===== config.mk =====
export PLATFORM = sky130hd
export DESIGN_NAME = hazard_control_flat
export DESIGN_NICKNAME = d
export VERILOG_FILES = /design/src/rtl/lc3b_types.sv /design/src/rtl/hazard_control_if.sv /design/src/rtl/load_use_detect.sv /design/src/rtl/hazard_control.sv /design/src/flat_wrapper.sv
export SDC_FILE = /design/constraint.sdc
export NUM_CORES = 1
export LEC_CHECK = 0
export CORE_MARGIN = 3
export CORE_UTILIZATION = 42
export CTS_CLUSTER_SIZE = 30
export DETAILED_ROUTE_END_ITERATION = 8
export PLACE_DENSITY = 0.83
export SLEW_MARGIN = 10
export SYNTH_ARGS = -nofsm -noshare
export SYNTH_HDL_FRONTEND = slang
export SYNTH_SLANG_ARGS = --single-unit

===== constraint.sdc =====
create_clock -name clk -period 2.5 [get_ports clk]
set_input_delay 0.5 -clock clk [delete_from_list [all_inputs] [get_ports clk]]
set_output_delay 0.5 -clock clk [all_outputs]
set_load 0.01 [all_outputs]

===== src/rtl/lc3b_types.sv =====
// Shared LC-3b pipeline types: register numbers and hazard-controller state.
package lc3b_types;

   localparam int unsigned REG_W       = 3;
   localparam int unsigned STALL_CNT_W = 16;

   typedef logic [REG_W-1:0] lc3b_reg;

   typedef enum logic [1:0] {
      HZ_RUN       = 2'd0,
      HZ_DMEM_WAIT = 2'd1,
      HZ_IMEM_WAIT = 2'd2,
      HZ_REDIRECT  = 2'd3
   } lc3b_hz_state;

endpackage


===== src/rtl/hazard_control_if.sv =====
// Pipeline <-> hazard controller signal bundle; slave is the controller side.
interface hazard_control_if;
   import lc3b_types::*;

   logic                   needs_sr1_ID;
   logic                   needs_sr2_ID;
   lc3b_reg                sr1_ID;
   lc3b_reg                sr2_ID;
   logic                   memread_EX;
   logic                   regwrite_EX;
   lc3b_reg                destreg_EX;
   logic                   imem_busy;
   logic                   dmem_busy;
   logic                   redirect_MEM;

   logic                   load_pc;
   logic                   load_IF_ID;
   logic                   load_ID_EX;
   logic                   load_EX_MEM;
   logic                   load_MEM_WB;
   logic                   bubble_ID_EX;
   logic                   flush_IF_ID;
   logic                   redirect_pc;
   lc3b_hz_state           hz_state;
   logic [STALL_CNT_W-1:0] stall_count;

   modport master (
      output needs_sr1_ID, needs_sr2_ID, sr1_ID, sr2_ID,
             memread_EX, regwrite_EX, destreg_EX,
             imem_busy, dmem_busy, redirect_MEM,
      input  load_pc, load_IF_ID, load_ID_EX, load_EX_MEM, load_MEM_WB,
             bubble_ID_EX, flush_IF_ID, redirect_pc, hz_state, stall_count
   );

   modport slave (
      input  needs_sr1_ID, needs_sr2_ID, sr1_ID, sr2_ID,
             memread_EX, regwrite_EX, destreg_EX,
             imem_busy, dmem_busy, redirect_MEM,
      output load_pc, load_IF_ID, load_ID_EX, load_EX_MEM, load_MEM_WB,
             bubble_ID_EX, flush_IF_ID, redirect_pc, hz_state, stall_count
   );

endinterface


===== src/rtl/load_use_detect.sv =====
// Flags an ID-stage source read of a register a load in EX is about to write.
module load_use_detect
   import lc3b_types::*;
(
   input  logic    needs_sr1,
   input  logic    needs_sr2,
   input  lc3b_reg sr1,
   input  lc3b_reg sr2,
   input  logic    memread,
   input  logic    regwrite,
   input  lc3b_reg destreg,
   output logic    load_use_c
);

   logic sr1_hit_c;
   logic sr2_hit_c;

   always_comb begin
      sr1_hit_c  = needs_sr1 & (sr1 == destreg);
      sr2_hit_c  = needs_sr2 & (sr2 == destreg);
      load_use_c = memread & regwrite & (sr1_hit_c | sr2_hit_c);
   end

endmodule


===== src/rtl/hazard_control.sv =====
// Pipeline hazard controller: stall/bubble/flush/redirect sequencing and stall counter.
module hazard_control
   import lc3b_types::*;
(
   input  logic              clk,
   input  logic              reset_n,
   hazard_control_if.slave   hz
);

   lc3b_hz_state           state_q, state_d;
   logic                   pending_q, pending_d;
   logic [STALL_CNT_W-1:0] stall_count_q, stall_count_d;

   logic                   load_use_c;
   logic                   redirect_go_c;

   load_use_detect u_load_use_detect (
      .needs_sr1  (hz.needs_sr1_ID),
      .needs_sr2  (hz.needs_sr2_ID),
      .sr1        (hz.sr1_ID),
      .sr2        (hz.sr2_ID),
      .memread    (hz.memread_EX),
      .regwrite   (hz.regwrite_EX),
      .destreg    (hz.destreg_EX),
      .load_use_c (load_use_c)
   );

   // A redirect seen while dmem stalls is remembered until the stall clears
   assign redirect_go_c = hz.redirect_MEM | pending_q;

   always_ff @(posedge clk) begin
      if (!reset_n) begin
         state_q       <= HZ_RUN;
         pending_q     <= 1'b0;
         stall_count_q <= '0;
      end else begin
         state_q       <= state_d;
         pending_q     <= pending_d;
         stall_count_q <= stall_count_d;
      end
   end

   always_comb begin
      state_d   = HZ_RUN;
      pending_d = 1'b0;
      if (hz.dmem_busy) begin
         state_d   = HZ_DMEM_WAIT;
         pending_d = pending_q | hz.redirect_MEM;
      end else if (redirect_go_c) begin
         state_d   = HZ_REDIRECT;
      end else if (state_q == HZ_REDIRECT) begin
         state_d   = HZ_RUN;
      end else if (load_use_c) begin
         state_d   = HZ_RUN;
      end else if (hz.imem_busy) begin
         state_d   = HZ_IMEM_WAIT;
      end
   end

   always_comb begin
      hz.load_pc      = 1'b1;
      hz.load_IF_ID   = 1'b1;
      hz.load_ID_EX   = 1'b1;
      hz.load_EX_MEM  = 1'b1;
      hz.load_MEM_WB  = 1'b1;
      hz.bubble_ID_EX = 1'b0;
      hz.flush_IF_ID  = 1'b0;
      hz.redirect_pc  = 1'b0;
      if (!reset_n) begin
         hz.load_pc      = 1'b0;
         hz.load_IF_ID   = 1'b0;
         hz.load_ID_EX   = 1'b0;
         hz.load_EX_MEM  = 1'b0;
         hz.load_MEM_WB  = 1'b0;
         hz.bubble_ID_EX = 1'b1;
         hz.flush_IF_ID  = 1'b1;
      end else if (hz.dmem_busy) begin
         hz.load_pc      = 1'b0;
         hz.load_IF_ID   = 1'b0;
         hz.load_ID_EX   = 1'b0;
         hz.load_EX_MEM  = 1'b0;
         hz.load_MEM_WB  = 1'b0;
      end else if (redirect_go_c) begin
         hz.bubble_ID_EX = 1'b1;
         hz.flush_IF_ID  = 1'b1;
         hz.redirect_pc  = 1'b1;
      end else if (state_q == HZ_REDIRECT) begin
         // Squash the wrong-path fetch that was in flight during the redirect
         hz.flush_IF_ID  = 1'b1;
      end else if (load_use_c || hz.imem_busy) begin
         hz.load_pc      = 1'b0;
         hz.load_IF_ID   = 1'b0;
         hz.bubble_ID_EX = 1'b1;
      end
   end

   always_comb begin
      stall_count_d = stall_count_q;
      if (!hz.load_pc && (stall_count_q != {STALL_CNT_W{1'b1}})) begin
         stall_count_d = stall_count_q + STALL_CNT_W'(1);
      end
   end

   assign hz.hz_state    = state_q;
   assign hz.stall_count = stall_count_q;

endmodule


===== src/flat_wrapper.sv =====
// flat-port wrapper written by rule: the top's interface ports become plain ports
module hazard_control_flat import lc3b_types::*;
  (clk, reset_n, hz_needs_sr1_ID, hz_needs_sr2_ID, hz_sr1_ID, hz_sr2_ID, hz_memread_EX, hz_regwrite_EX, hz_destreg_EX, hz_imem_busy, hz_dmem_busy, hz_redirect_MEM, hz_load_pc, hz_load_IF_ID, hz_load_ID_EX, hz_load_EX_MEM, hz_load_MEM_WB, hz_bubble_ID_EX, hz_flush_IF_ID, hz_redirect_pc, hz_hz_state, hz_stall_count);
  hazard_control_if hz_i ();
  input  logic clk;
  input  logic reset_n;
  input wire logic [$bits(hz_i.needs_sr1_ID)-1:0] hz_needs_sr1_ID;
  input wire logic [$bits(hz_i.needs_sr2_ID)-1:0] hz_needs_sr2_ID;
  input wire logic [$bits(hz_i.sr1_ID)-1:0] hz_sr1_ID;
  input wire logic [$bits(hz_i.sr2_ID)-1:0] hz_sr2_ID;
  input wire logic [$bits(hz_i.memread_EX)-1:0] hz_memread_EX;
  input wire logic [$bits(hz_i.regwrite_EX)-1:0] hz_regwrite_EX;
  input wire logic [$bits(hz_i.destreg_EX)-1:0] hz_destreg_EX;
  input wire logic [$bits(hz_i.imem_busy)-1:0] hz_imem_busy;
  input wire logic [$bits(hz_i.dmem_busy)-1:0] hz_dmem_busy;
  input wire logic [$bits(hz_i.redirect_MEM)-1:0] hz_redirect_MEM;
  output wire logic [$bits(hz_i.load_pc)-1:0] hz_load_pc;
  output wire logic [$bits(hz_i.load_IF_ID)-1:0] hz_load_IF_ID;
  output wire logic [$bits(hz_i.load_ID_EX)-1:0] hz_load_ID_EX;
  output wire logic [$bits(hz_i.load_EX_MEM)-1:0] hz_load_EX_MEM;
  output wire logic [$bits(hz_i.load_MEM_WB)-1:0] hz_load_MEM_WB;
  output wire logic [$bits(hz_i.bubble_ID_EX)-1:0] hz_bubble_ID_EX;
  output wire logic [$bits(hz_i.flush_IF_ID)-1:0] hz_flush_IF_ID;
  output wire logic [$bits(hz_i.redirect_pc)-1:0] hz_redirect_pc;
  output wire logic [$bits(hz_i.hz_state)-1:0] hz_hz_state;
  output wire logic [$bits(hz_i.stall_count)-1:0] hz_stall_count;
  assign hz_i.needs_sr1_ID = hz_needs_sr1_ID;
  assign hz_i.needs_sr2_ID = hz_needs_sr2_ID;
  assign hz_i.sr1_ID = hz_sr1_ID;
  assign hz_i.sr2_ID = hz_sr2_ID;
  assign hz_i.memread_EX = hz_memread_EX;
  assign hz_i.regwrite_EX = hz_regwrite_EX;
  assign hz_i.destreg_EX = hz_destreg_EX;
  assign hz_i.imem_busy = hz_imem_busy;
  assign hz_i.dmem_busy = hz_dmem_busy;
  assign hz_i.redirect_MEM = hz_redirect_MEM;
  assign hz_load_pc = hz_i.load_pc;
  assign hz_load_IF_ID = hz_i.load_IF_ID;
  assign hz_load_ID_EX = hz_i.load_ID_EX;
  assign hz_load_EX_MEM = hz_i.load_EX_MEM;
  assign hz_load_MEM_WB = hz_i.load_MEM_WB;
  assign hz_bubble_ID_EX = hz_i.bubble_ID_EX;
  assign hz_flush_IF_ID = hz_i.flush_IF_ID;
  assign hz_redirect_pc = hz_i.redirect_pc;
  assign hz_hz_state = hz_i.hz_state;
  assign hz_stall_count = hz_i.stall_count;
  hazard_control u_core (.clk(clk), .reset_n(reset_n), .hz(hz_i));
endmodule

# Yosys cells after proc, flatten, opt, wreduce, memory -nomap -nowiden

Cells that the tools add are included.

Bitwise logic cells: 7
Shifts and indexed selects: 0
Reduce and logical (&&, ||, !) cells: 5
Divide/modulo/power cells: 0
Muxes and demuxes: 24
Equality and inequality tests: 4
Order comparisons: 0
Add/subtract/negate cells: 1
$mul: 0

Operators by type and width:

| kind                    | count |
|---|---|
| $mux W1                 | 20 |
| $add A16 B1 Y16 const B | 1 |
| $ne A16 B16 Y1 const B  | 1 |
| $mux W2                 | 4 |
| $eq A3 B3 Y1            | 2 |
| $and A1 B1 Y1           | 4 |
| $eq A2 B2 Y1 const B    | 1 |
| $or A1 B1 Y1            | 2 |
| $reduce_and A2 Y1       | 1 |
| $reduce_or A2 Y1        | 1 |
| $logic_and A1 B1 Y1     | 1 |
| $logic_not A1 Y1        | 1 |
| $logic_or A1 B1 Y1      | 1 |
| $not A1 Y1              | 1 |

Bits in writable memories: 0
Logic and storage cells: 45
Register bits: 19
Input port bits: 18
Bits in latches: 0
Output and inout bits: 26
Memory bits (read-only): 0
Memories: 0

# Logic depth before layout (Yosys ltp)

Word-level depth: 12
Gate-level depth with buffers: 9

# By module

A second synthesis with hierarchy kept.

Cells, all modules: 122
Area total of the unflattened synthesis: 1,063.5 µm²

Modules (own cells, without submodules):

| module          | cells an instance | area each (µm²) | times used |
|---|---|---|---|
| hazard_control  | 112               | 989.7           | 1 |
| load_use_detect | 10                | 73.8            | 1 |

# Least setup slack after synthesis

OpenSTA, ideal clock, no wires.

Kind: input to output
From: in hz_sr1_ID[1]
To: out hz_load_pc
Stages: 6
Slack: 0.605 ns
Arrival time: 1.395 ns
Buffers on the path: 1
Required time: 2.000 ns
Cell sequence: xnor2_1 -> nand4_1 -> a21oi_1 -> o21a_1 -> nor2_1 -> buf_4

Cells in the longest elaborated chain, start to end: 10

RTL lines:

| item                 | line                  | source |
|---|---|---|
| from (decl)          | flat_wrapper.sv:9     | `input wire logic [$bits(hz_i.sr1_ID)-1:0] hz_sr1_ID;` |
| $eq A3 B3 Y1         | load_use_detect.sv:19 | `sr1_hit_c = needs_sr1 & (sr1 == destreg);` |
| $and A1 B1 Y1        | load_use_detect.sv:19 |  |
| $or A1 B1 Y1         | load_use_detect.sv:21 | `load_use_c = memread & regwrite & (sr1_hit_c \| sr2_hit_c);` |
| $and A1 B1 Y1        | load_use_detect.sv:21 |  |
| $logic_or A1 B1 Y1   | hazard_control.sv:90  | `end else if (load_use_c \|\| hz.imem_busy) begin` |
| $mux W1 (5 in a row) | --                    |  |
| to (decl)            | flat_wrapper.sv:17    | `output wire logic [$bits(hz_i.load_pc)-1:0] hz_load_pc;` |

No other way between the ends.

# Final worst setup path

From: in hz_sr2_ID[0]
To: reg u_core.stall_count_q[12] (netlist: u_core.hz.stall_count[12])

Cells in the longest elaborated chain, start to end: 12

RTL lines:

| item                 | line                  | source |
|---|---|---|
| from (decl)          | flat_wrapper.sv:10    | `input wire logic [$bits(hz_i.sr2_ID)-1:0] hz_sr2_ID;` |
| $eq A3 B3 Y1         | load_use_detect.sv:20 | `sr2_hit_c = needs_sr2 & (sr2 == destreg);` |
| $and A1 B1 Y1        | load_use_detect.sv:20 |  |
| $or A1 B1 Y1         | load_use_detect.sv:21 |  |
| $and A1 B1 Y1        | load_use_detect.sv:21 |  |
| $logic_or A1 B1 Y1   | hazard_control.sv:90  |  |
| $mux W1              | hazard_control.sv:90  |  |
| $mux W1              | hazard_control.sv:87  | `end else if (state_q == HZ_REDIRECT) begin` |
| $mux W1              | hazard_control.sv:83  | `end else if (redirect_go_c) begin` |
| $mux W1              | hazard_control.sv:77  | `end else if (hz.dmem_busy) begin` |
| $mux W1              | hazard_control.sv:69  | `if (!reset_n) begin` |
| $logic_not A1 Y1     | hazard_control.sv:99  | `if (!hz.load_pc && (stall_count_q != {STALL_CNT_W{1'b1}})) begin` |
| $logic_and A1 B1 Y1  | hazard_control.sv:99  |  |
| to (signal assigned) | hazard_control.sv:39  | `stall_count_q <= stall_count_d;` |
| to (decl)            | hazard_control.sv:12  | `logic [STALL_CNT_W-1:0] stall_count_q, stall_count_d;` |

No other way between the ends.
A chain may end at the register's enable or synchronous reset.

==> impl_metrics.ini <==
[status]
outcome = finished, final reports clean

[worst_setup_path]
worst-path-stages = 9
crit_path_max_incr_delay_ps = 500
cp-startpoint = hz_sr2_ID[0]
slowest_stage = or4_1
critPathCapture = u_core.hz.stall_count[12]$_SDFFE_PN0P_
worstPathCellList = clkdlybuf4s50_1 > xnor2_1 > nand4_1 > buf_4 > buf_4 > a211oi_2 > nor2_4 > or4_1 > a21oi_1
r2r-start = u_core.hz.stall_count[0]$_SDFFE_PN0P_
r2r-end = u_core.hz.stall_count[1]$_SDFFE_PN0P_
cp.arrival_ps = 2640
start_kind = input port
end_kind = register
rrSetupSlack_ps = 260
crit_path_frequent_cell = buf_4
crit_required_ps = 2740
r2r_cells = 8
cp_max_fo = 23
critical_path_buf_inv_count = 3
crit_type = input port to register
crit_family = simple AND/OR/NAND/NOR gates

[cells_and_area]
area_growth_pct = 49.3
fin_nets = 208
layout_common_cells = clkdlybuf4s50_1 (36), dfxtp_1 (19), a21oi_1 (15), buf_4 (15), nand2_1 (11)
final_common_cell = clkdlybuf4s50_1
num_antenna_cells = 0
fin_area_um2 = 1630
final_core_util = 0.698
drive_gt1_frac = 0.160
fillCellCount = 217

[power_and_ir_drop]
vdd_drop_max_uv = 345
clockPowerShare = 0.253
power_density_nw_per_um2 = 380
p_leak_nw = 0.551
p_int_uw = 450
power.switching_uw = 171
pwr-share-seq = 0.521
p_sw_frac = 0.276
pwr-share-comb = 0.226

[global_route]
grt_pass1_wl_um = 5340
gr-usage-all-layers = 0.203
overflow = 0
grt_max_degree = 24
antenna_found_initial = 0
grt_pass1_vias = 1175

[synth]
yosysSeqAreaShare = 0.347
ys_ff_latch = 19
avgSynthCellArea_um2 = 8.23
synth.cell_area_um2 = 1090
muxShareOfSynthArea = 0.00914
synth_compound_area_frac = 0.233
synth-adder-area-share = 0.0114
synth_nets = 152
synth_top_family_by_area = simple AND/OR/NAND/NOR gates
synthSimpleGateAreaFrac = 0.278
synth.distinct_cells = 37
synthCells = 133
synth-xor-area-share = 0.0560
yosysWarnings = 0

[sta]
max_slew.worst_pin.slew_ps = 459
hold_viol = 0
setup_viol = 0
rsz0062_at_grt = yes
fin_ws_ps = 95.7
max_freq_mhz = 416
fin_crit_sh = 0.962
finClkSkew_ps = 2.80
setup_tns_ps = 0
whs_ps = 504
drv_slew = 0
slew_headroom = 0.694
period_needed_ps = 2400

[placement]
io_buffer_count = 43
pre_cts_slack_ps = -427
dpl_cell_area_um2 = 1610
place_congestion = 0.812
dpl.hpwl_um = 2380

[die]
ios = 44
die_y_um = 57.1
dieArea_um2 = 3260
rows = 17
start_util = 0.468
fp.dieW_um = 57.1
core_um2 = 2340

[clock_network]
worstSkewPairLatency_ps = 300
cts_made_buffers = 3
clock_sinks = 19
cts_buffer_depth = 2
cts_max_level = 1
cts_tree = done
root_buffer = clkbuf_4
cts.clk_slew.worst_paths_ps = 110
cts_hold_buf = 0

[drt]
first_iter_violations = 38
routedWlPerCell_um = 14.6
num_vias = 1232
antenna_left = 0
dr.pass1.iters = 4
post_drt_via_cell_ratio = 5.70
drc = 0
detail_route.wirelength_um = 3150

[min_path]
hold_path.class = register to register

[run]
cap_violations = 0
power groups by stage:
stage / logic (mW) / clock network [mW] / registers, mW
floorplan: 0.0587 / 0 / 0.332
global placement: 0.138 / 0 / 0.330
detailed placement: 0.143 / 0 / 0.330
CTS: 0.143 / 0.160 / 0.324
global route: 0.154 / 0.171 / 0.326
finish: 0.141 / 0.157 / 0.324
state kept, by name, indices dropped and copies added, names as in the netlist:
name	count
u_core.hz.hz_state	2
u_core.pending_q	1
u_core.hz.stall_count	16
repair_timing:
item | 4_1_cts | 5_1_grt
pin swaps | 4 | 3
resized for setup | 13 | 4
cloned | 0 | 0
setup buffers | 1 | 0
endpoints found under the hold margin | 0 | 0
setup endpoints to repair | 3 | 8
final cells by class:
class / count / area (um^2) / area share
clock buffers: 3 / 22.5 / 0.0138
clock inverters: 1 / 5.00 / 0.00306
inverters: 5 / 18.8 / 0.0115
multi-input cells: 102 / 649 / 0.397
flip-flops and latches: 19 / 380 / 0.233
well taps: 28 / 35.0 / 0.0214
repair buffers: 58 / 523 / 0.320
how the worst min path moves through the flow:
stage	from	cells after the start	slack (ps)	endpoint
3_3_place_gp	u_core.hz.stall_count[10]$_SDFFE_PN0P_	2	470	u_core.hz.stall_count[10]$_SDFFE_PN0P_
5_1_grt	u_core.hz.stall_count[10]$_SDFFE_PN0P_	2	560	u_core.hz.stall_count[10]$_SDFFE_PN0P_
2_1_floorplan	u_core.hz.stall_count[10]$_SDFFE_PN0P_	2	510	u_core.hz.stall_count[10]$_SDFFE_PN0P_
4_1_cts	u_core.hz.stall_count[14]$_SDFFE_PN0P_	2	500	u_core.hz.stall_count[14]$_SDFFE_PN0P_
6_report	u_core.hz.stall_count[10]$_SDFFE_PN0P_	2	500	u_core.hz.stall_count[10]$_SDFFE_PN0P_
3_5_place_dp	u_core.hz.stall_count[14]$_SDFFE_PN0P_	2	490	u_core.hz.stall_count[14]$_SDFFE_PN0P_
per-stage QoR:
step | std cells | total power, mW
floorplan | 133 | 0.391
global placement | 211 | 0.468
detailed placement | 211 | 0.474
CTS | 216 | 0.627
global route | 216 | 0.651
finish | 216 | 0.621
Yosys cell counts, drive strengths merged:
| library cell | n | area share |
|---|---|---|
| xnor2 | 6 | 0.048 |
| nand4 | 6 | 0.034 |
| o21a | 1 | 0.0069 |
| o41ai | 2 | 0.016 |
| nor2 | 10 | 0.043 |
| dfxtp | 19 | 0.35 |
| nand3 | 8 | 0.041 |
| nor4 | 1 | 0.011 |
| nand3b | 1 | 0.0069 |
| mux2i | 1 | 0.0091 |
| o2111ai | 1 | 0.0080 |
| o211ai | 1 | 0.0069 |
| a211oi | 2 | 0.030 |
| nand2 | 11 | 0.038 |
| xor2 | 1 | 0.0080 |
| clkbuf | 2 | 0.0069 |
| buf | 5 | 0.041 |
| inv | 4 | 0.014 |
| o31ai | 6 | 0.041 |
| clkinv | 1 | 0.0034 |
| nand2b | 1 | 0.0057 |
| or3 | 7 | 0.040 |
| nor3 | 1 | 0.0046 |
| ha | 1 | 0.011 |
| a21oi | 16 | 0.073 |
| o21ai | 8 | 0.037 |
| or4 | 6 | 0.041 |
| and2 | 1 | 0.0057 |
| and3 | 1 | 0.0057 |
| a21o | 1 | 0.0069 |
| a311oi | 1 | 0.0080 |
kinds of logic (layout without fill, tap and decap cells):
group                      count (synthesis)  after routing
and+or+nand+nor                           54             54
AOI/OAI and AO/OA                         39             39
DFF                                       19             19
buffers and inverters                     12             67
xor gates and xnor gates                   7              7
adders and majority gates                  1              1
muxes                                      1              1
worst min-delay path: stages (launching register included):
cell and delay (ps):
dfxtp_1 340, o31ai_1 70, a21oi_1 60
routing by layer:
layer | global-route usage | vias up | share of wire
li1 | - | 607 | -
met1 | 0.247 | 578 | 0.43
met2 | 0.357 | 42 | 0.48
met3 | 0.0362 | 5 | 0.071
met4 | 0.0695 | 0 | 0.014
met5 | 0 | - | 0
(Power assumes the default switching activity.)
==> variant 1, RTL diff (same flow settings) <==
Change the package constant `STALL_CNT_W` from 16 to 14.
--- a/src/rtl/lc3b_types.sv
+++ b/src/rtl/lc3b_types.sv
@@ -2,7 +2,7 @@
 package lc3b_types;
 
    localparam int unsigned REG_W       = 3;
-   localparam int unsigned STALL_CNT_W = 16;
+   localparam int unsigned STALL_CNT_W = 14;
 
    typedef logic [REG_W-1:0] lc3b_reg;
 
Ports: changed (resized hz_stall_count); port bits go from 44 to 42. No check against the original RTL was run, so the function may have changed too.
==> variant 1 against the original RTL <==
Total power down 7.9%. Area after synthesis decreased by 8.1%. Setup slack better by 37 ps. Wire length down 14%. Highest routed layer unchanged. Final area fell by 8.2%. Sequential cell count down 2. Sequential power down 10%.
==> variant 1: results (changes against the original RTL) <==
The number of inserted filler cells in the final layout is 185 (-15%), and the DRC violation total after the first TritonRoute iteration is 18 (-53%). The final hold slack is 492.3 ps (-11.25 ps). The cell area after placement is 0.001478 mm² (-8.4%).

The worst reg2reg path depth came out at 7 (-1). The tools report the capturing instance or port of the critical path as hz_flush_IF_ID. In this run the worst setup path begins at hz_redirect_MEM. Fraction of final layout cells sized beyond drive strength 1: 0.1412 (-0.01840). For the post-CTS setup repair buffer count, the log shows 0 (-1). The net total in the final layout is 190 (-8.7%), and the fraction of the yosys area taken by sequential cells is 0.3383 (-0.009120). Total routing usage reported by global routing: 0.1943 (-0.008492). The commonest cells after synthesis are 17 x sky130_fd_sc_hd__dfxtp_1, 13 x sky130_fd_sc_hd__nand2_1, 12 x sky130_fd_sc_hd__nor2_1. The setup slack after placement is -276.3 ps (+150.9 ps), and the half-perimeter wire length after placement is 2179 µm (-8.4%). The flow ran to the end, and the final reports show no timing, DRC or antenna violations. For the setup skew after layout, the log shows 9.838 ps (+7.036 ps). The largest fanout of any net on the critical path came out at 4 (-83%). The run gives 0.259 (+0.006) as the portion of total power attributed to the clock network.

Cell type of the slowest stage on the worst timing path: sky130_fd_sc_hd__clkdlybuf4s50_1. The worst register-to-register path ends at u_core.hz.stall_count[7]. The launching point of the worst reg2reg path is u_core.hz.stall_count[9]. The run gives 0.233 (+0.007) as the combinational share of power.

By area the synthesized netlist is led by sky130_fd_sc_hd__dfxtp_1 34%, sky130_fd_sc_hd__xnor2_1 7.0%, sky130_fd_sc_hd__nand2_1 4.9%, sky130_fd_sc_hd__nor2_1 4.5%, sky130_fd_sc_hd__a21oi_1 4.0%. The placer congestion estimate came out at 0.7449 (-8.2%). The quantity of I/O buffers inserted on ports is 41 (-4.7%), and the signal arrival time at the worst endpoint is 1870 ps (-770 ps).

The maximum number of pins on one net before global-route repair is 12 (-50%), and the mean post-synth cell area is 8.246 µm² (+0.17%).
variant 1: cell count changes in the layout (fill, tap and decap cells not counted), sizes merged, moves of 3 or more:
cell | unedited run | this run
o21ai | 8 | 5
or3 | 7 | 1
a21oi | 16 | 8
buf | 16 | 9
or2 | 0 | 3
nand2b | 1 | 5
o31ai | 6 | 3
mux2i | 1 | 4
variant 1: cell families after synthesis:
| kind of cell | count (synthesis) | synth area share |
|---|---|---|
| buffers and inverters | 10 | 0.05597 |
| DFF | 17 | 0.3383 |
| adders and majority gates | 1 | 0.01244 |
| AOI/OAI and AO/OA | 24 | 0.1692 |
| xor gates and xnor gates | 10 | 0.08707 |
| and+or+nand+nor | 56 | 0.2973 |
| muxes | 4 | 0.03980 |
variant 1: final cells by class:
type	instances	area, µm²	share of cell area
Sequential cell	17	340.3	0.2269
Multi-Input combinational cell	95	620.6	0.4137
Timing Repair Buffer	50	462.9	0.3086
Inverter	4	15.01	0.01001
Clock buffer	4	26.28	0.01751
Tap cell	28	35.03	0.02335
variant 1: routing by layer:
layer	share of wire	GRT usage	up-vias
met1	0.43	0.2374	510
met5	0	0	-
met3	0.044	0.05898	2
met2	0.52	0.3465	27
met4	0.0052	0.01619	0
li1	-	-	533
variant 1: what timing repair did:
item | in CTS | in global routing
pin swaps | 2 | 2
resized for setup | 6 | 9
endpoints found under the setup margin | 3 | 3
variant 1: worst min path at each step:
stage	from	end
final	u_core.hz.stall_count[11]	u_core.hz.stall_count[11]
after CTS	u_core.hz.stall_count[11]	u_core.hz.stall_count[11]
after detailed placement	u_core.hz.stall_count[11]	u_core.hz.stall_count[11]
after global placement	u_core.hz.stall_count[11]	u_core.hz.stall_count[11]
after global routing	u_core.hz.stall_count[11]	u_core.hz.stall_count[11]
after floorplan	u_core.hz.stall_count[11]	u_core.hz.stall_count[11]
==> variant 2, RTL diff (config.mk and constraints unchanged) <==
Without the edit above. Make the reset (`reset_n`) asynchronous in one clocked block.
--- a/src/rtl/hazard_control.sv
+++ b/src/rtl/hazard_control.sv
@@ -28,7 +28,7 @@
    // A redirect seen while dmem stalls is remembered until the stall clears
    assign redirect_go_c = hz.redirect_MEM | pending_q;
 
-   always_ff @(posedge clk) begin
+   always_ff @(posedge clk or negedge reset_n) begin
       if (!reset_n) begin
          state_q       <= HZ_RUN;
          pending_q     <= 1'b0;
Check against the original RTL: differs if reset_n is asserted again (counterexample within 4 cycles, from zero or initial values and one cycle with reset_n low); with reset_n held inactive, the same outputs for 10 cycles.
==> variant 2 against the original RTL <==
Area after synthesis is 3.0% lower. Via count shrank 15%. Sequential cell count is the same. Wire length increased by 9.0%. Critical path depth shrank 1. Fmax decreased by 2.0%. Setup slack worse by 50 ps. Die area decreased by 2.7%. Final area grew 5.3%. Largest cell class unchanged.
Power is not compared: it rests on default switching activity, and its combinational part moved more than twofold at a synthesized area within 25%.
==> variant 2: results (changes against the original RTL) <==
Counting instances in the post-synthesis netlist gives the leading cell types as 19 x sky130_fd_sc_hd__dfrtp_1, 12 x sky130_fd_sc_hd__xor2_1, 9 x sky130_fd_sc_hd__nand2_1, 9 x sky130_fd_sc_hd__xnor2_1, 8 x sky130_fd_sc_hd__nor2_1. Capture point of the worst reg-to-reg path: u_core.hz.stall_count[1]. Wire length of the first global-routing pass: 5292 µm (-0.90%).

The adder-cell share of the synthesized area was 0.01178 (+0.0003500). By area the synthesized netlist is led by sky130_fd_sc_hd__dfrtp_1 45%, sky130_fd_sc_hd__xor2_1 9.9%, sky130_fd_sc_hd__xnor2_1 7.4%, sky130_fd_sc_hd__nor3_2 3.8%, sky130_fd_sc_hd__nand2_1 3.2%. The placer congestion estimate came out at 0.7925 (-2.4%).

The largest fanout of any net on the critical path is 3 (-87%). The flow ran to the end, and the final reports show no timing, DRC or antenna violations. The setup skew after layout is 3.153 ps (+0.3515 ps). The final standard cell count with taps included and fillers excluded is 193 (-11%). The fraction of final layout cells sized beyond drive strength 1 was 0.2622 (+0.1026); the half-perimeter wire length after placement was 2087 µm (-12%). The mux share of post-synthesis cell area was 0.01060 (+0.001458). In this run the worst setup path terminates at hz_bubble_ID_EX. The tools report the initial antenna violation count as 1 (+1). The number of distinct standard cells referenced by the synthesized netlist is 28 (-24%), and the minimum period implied by the final worst setup slack is 2454 ps (+50.23 ps). The post-synthesis compound-gate area fraction is 0.06360 (-0.1695). The launching point of the worst reg2reg path was u_core.hz.stall_count[0].

The worst max-slew margin expressed relative to the limit was 0.6917 (-0.001771). For the number of inserted filler cells in the final layout, the log shows 160 (-26%). For the via count of the first global-routing pass, the log shows 1093 (-7.0%).

The xor/xnor share of the synthesized area is 0.1731 (+0.1171). The number of nets in the synthesized netlist is 123 (-19%), and the routed wire length per instance is 17.78 µm (+22%). For this run, the leading register cell type out of synthesis is sky130_fd_sc_hd__dfrtp_1. The async set-or-reset flop fraction in the synthesized netlist is 1.000 (+1.000). Number of cells on the worst hold path: 1 (-1).
-- variant 2: cell count changes in the layout (fill, tap and decap cells not counted), sizes merged, moves of 5 or more --
cell	unedited run	this run
dfrtp	0	19
dfxtp	19	0
a21oi	16	3
xor2	1	12
o31ai	6	0
or3	7	1
or4	6	0
nor3	1	6
-- variant 2: repair_timing --
action,4_1_cts,5_1_grt
cloned,1,0
pin swaps,13,12
hold endpoints to repair,0,0
endpoints found under the setup margin,3,16
resized for setup,24,7
buffers inserted,7,3
-- variant 2: per-layer routing --
metal | routed length, µm | global-route usage
met1 | 1261 | 0.2442
met2 | 1883 | 0.3923
met3 | 172 | 0.05057
met4 | 114 | 0.08475
met5 | 0 | 0
-- variant 2: cell families after synthesis --
group	count (synthesis)
muxes	1
AOI/OAI and AO/OA	10
buffers and inverters	6
DFF	19
xor gates and xnor gates	21
and+or+nand+nor	46
adders and majority gates	1
-- variant 2: area by class of cell --
| type | count | share of cell area |
|---|---|---|
| multi-input combinational | 80 | 0.3556 |
| timing repair buffer | 60 | 0.3287 |
| sequential | 19 | 0.2764 |
| tap | 28 | 0.02036 |
| clock buffer | 4 | 0.01527 |
| inverter | 1 | 0.002182 |
| antenna | 1 | 0.001455 |
-- variant 2: critical path: stages --
cell                              delay [ps]
sky130_fd_sc_hd__clkdlybuf4s50_1         470
sky130_fd_sc_hd__xnor2_1                 120
sky130_fd_sc_hd__nand4_1                 170
sky130_fd_sc_hd__a21oi_2                 220
sky130_fd_sc_hd__o21ai_1                 100
sky130_fd_sc_hd__a21o_1                  190
sky130_fd_sc_hd__nand2_1                  60
sky130_fd_sc_hd__buf_2                   120
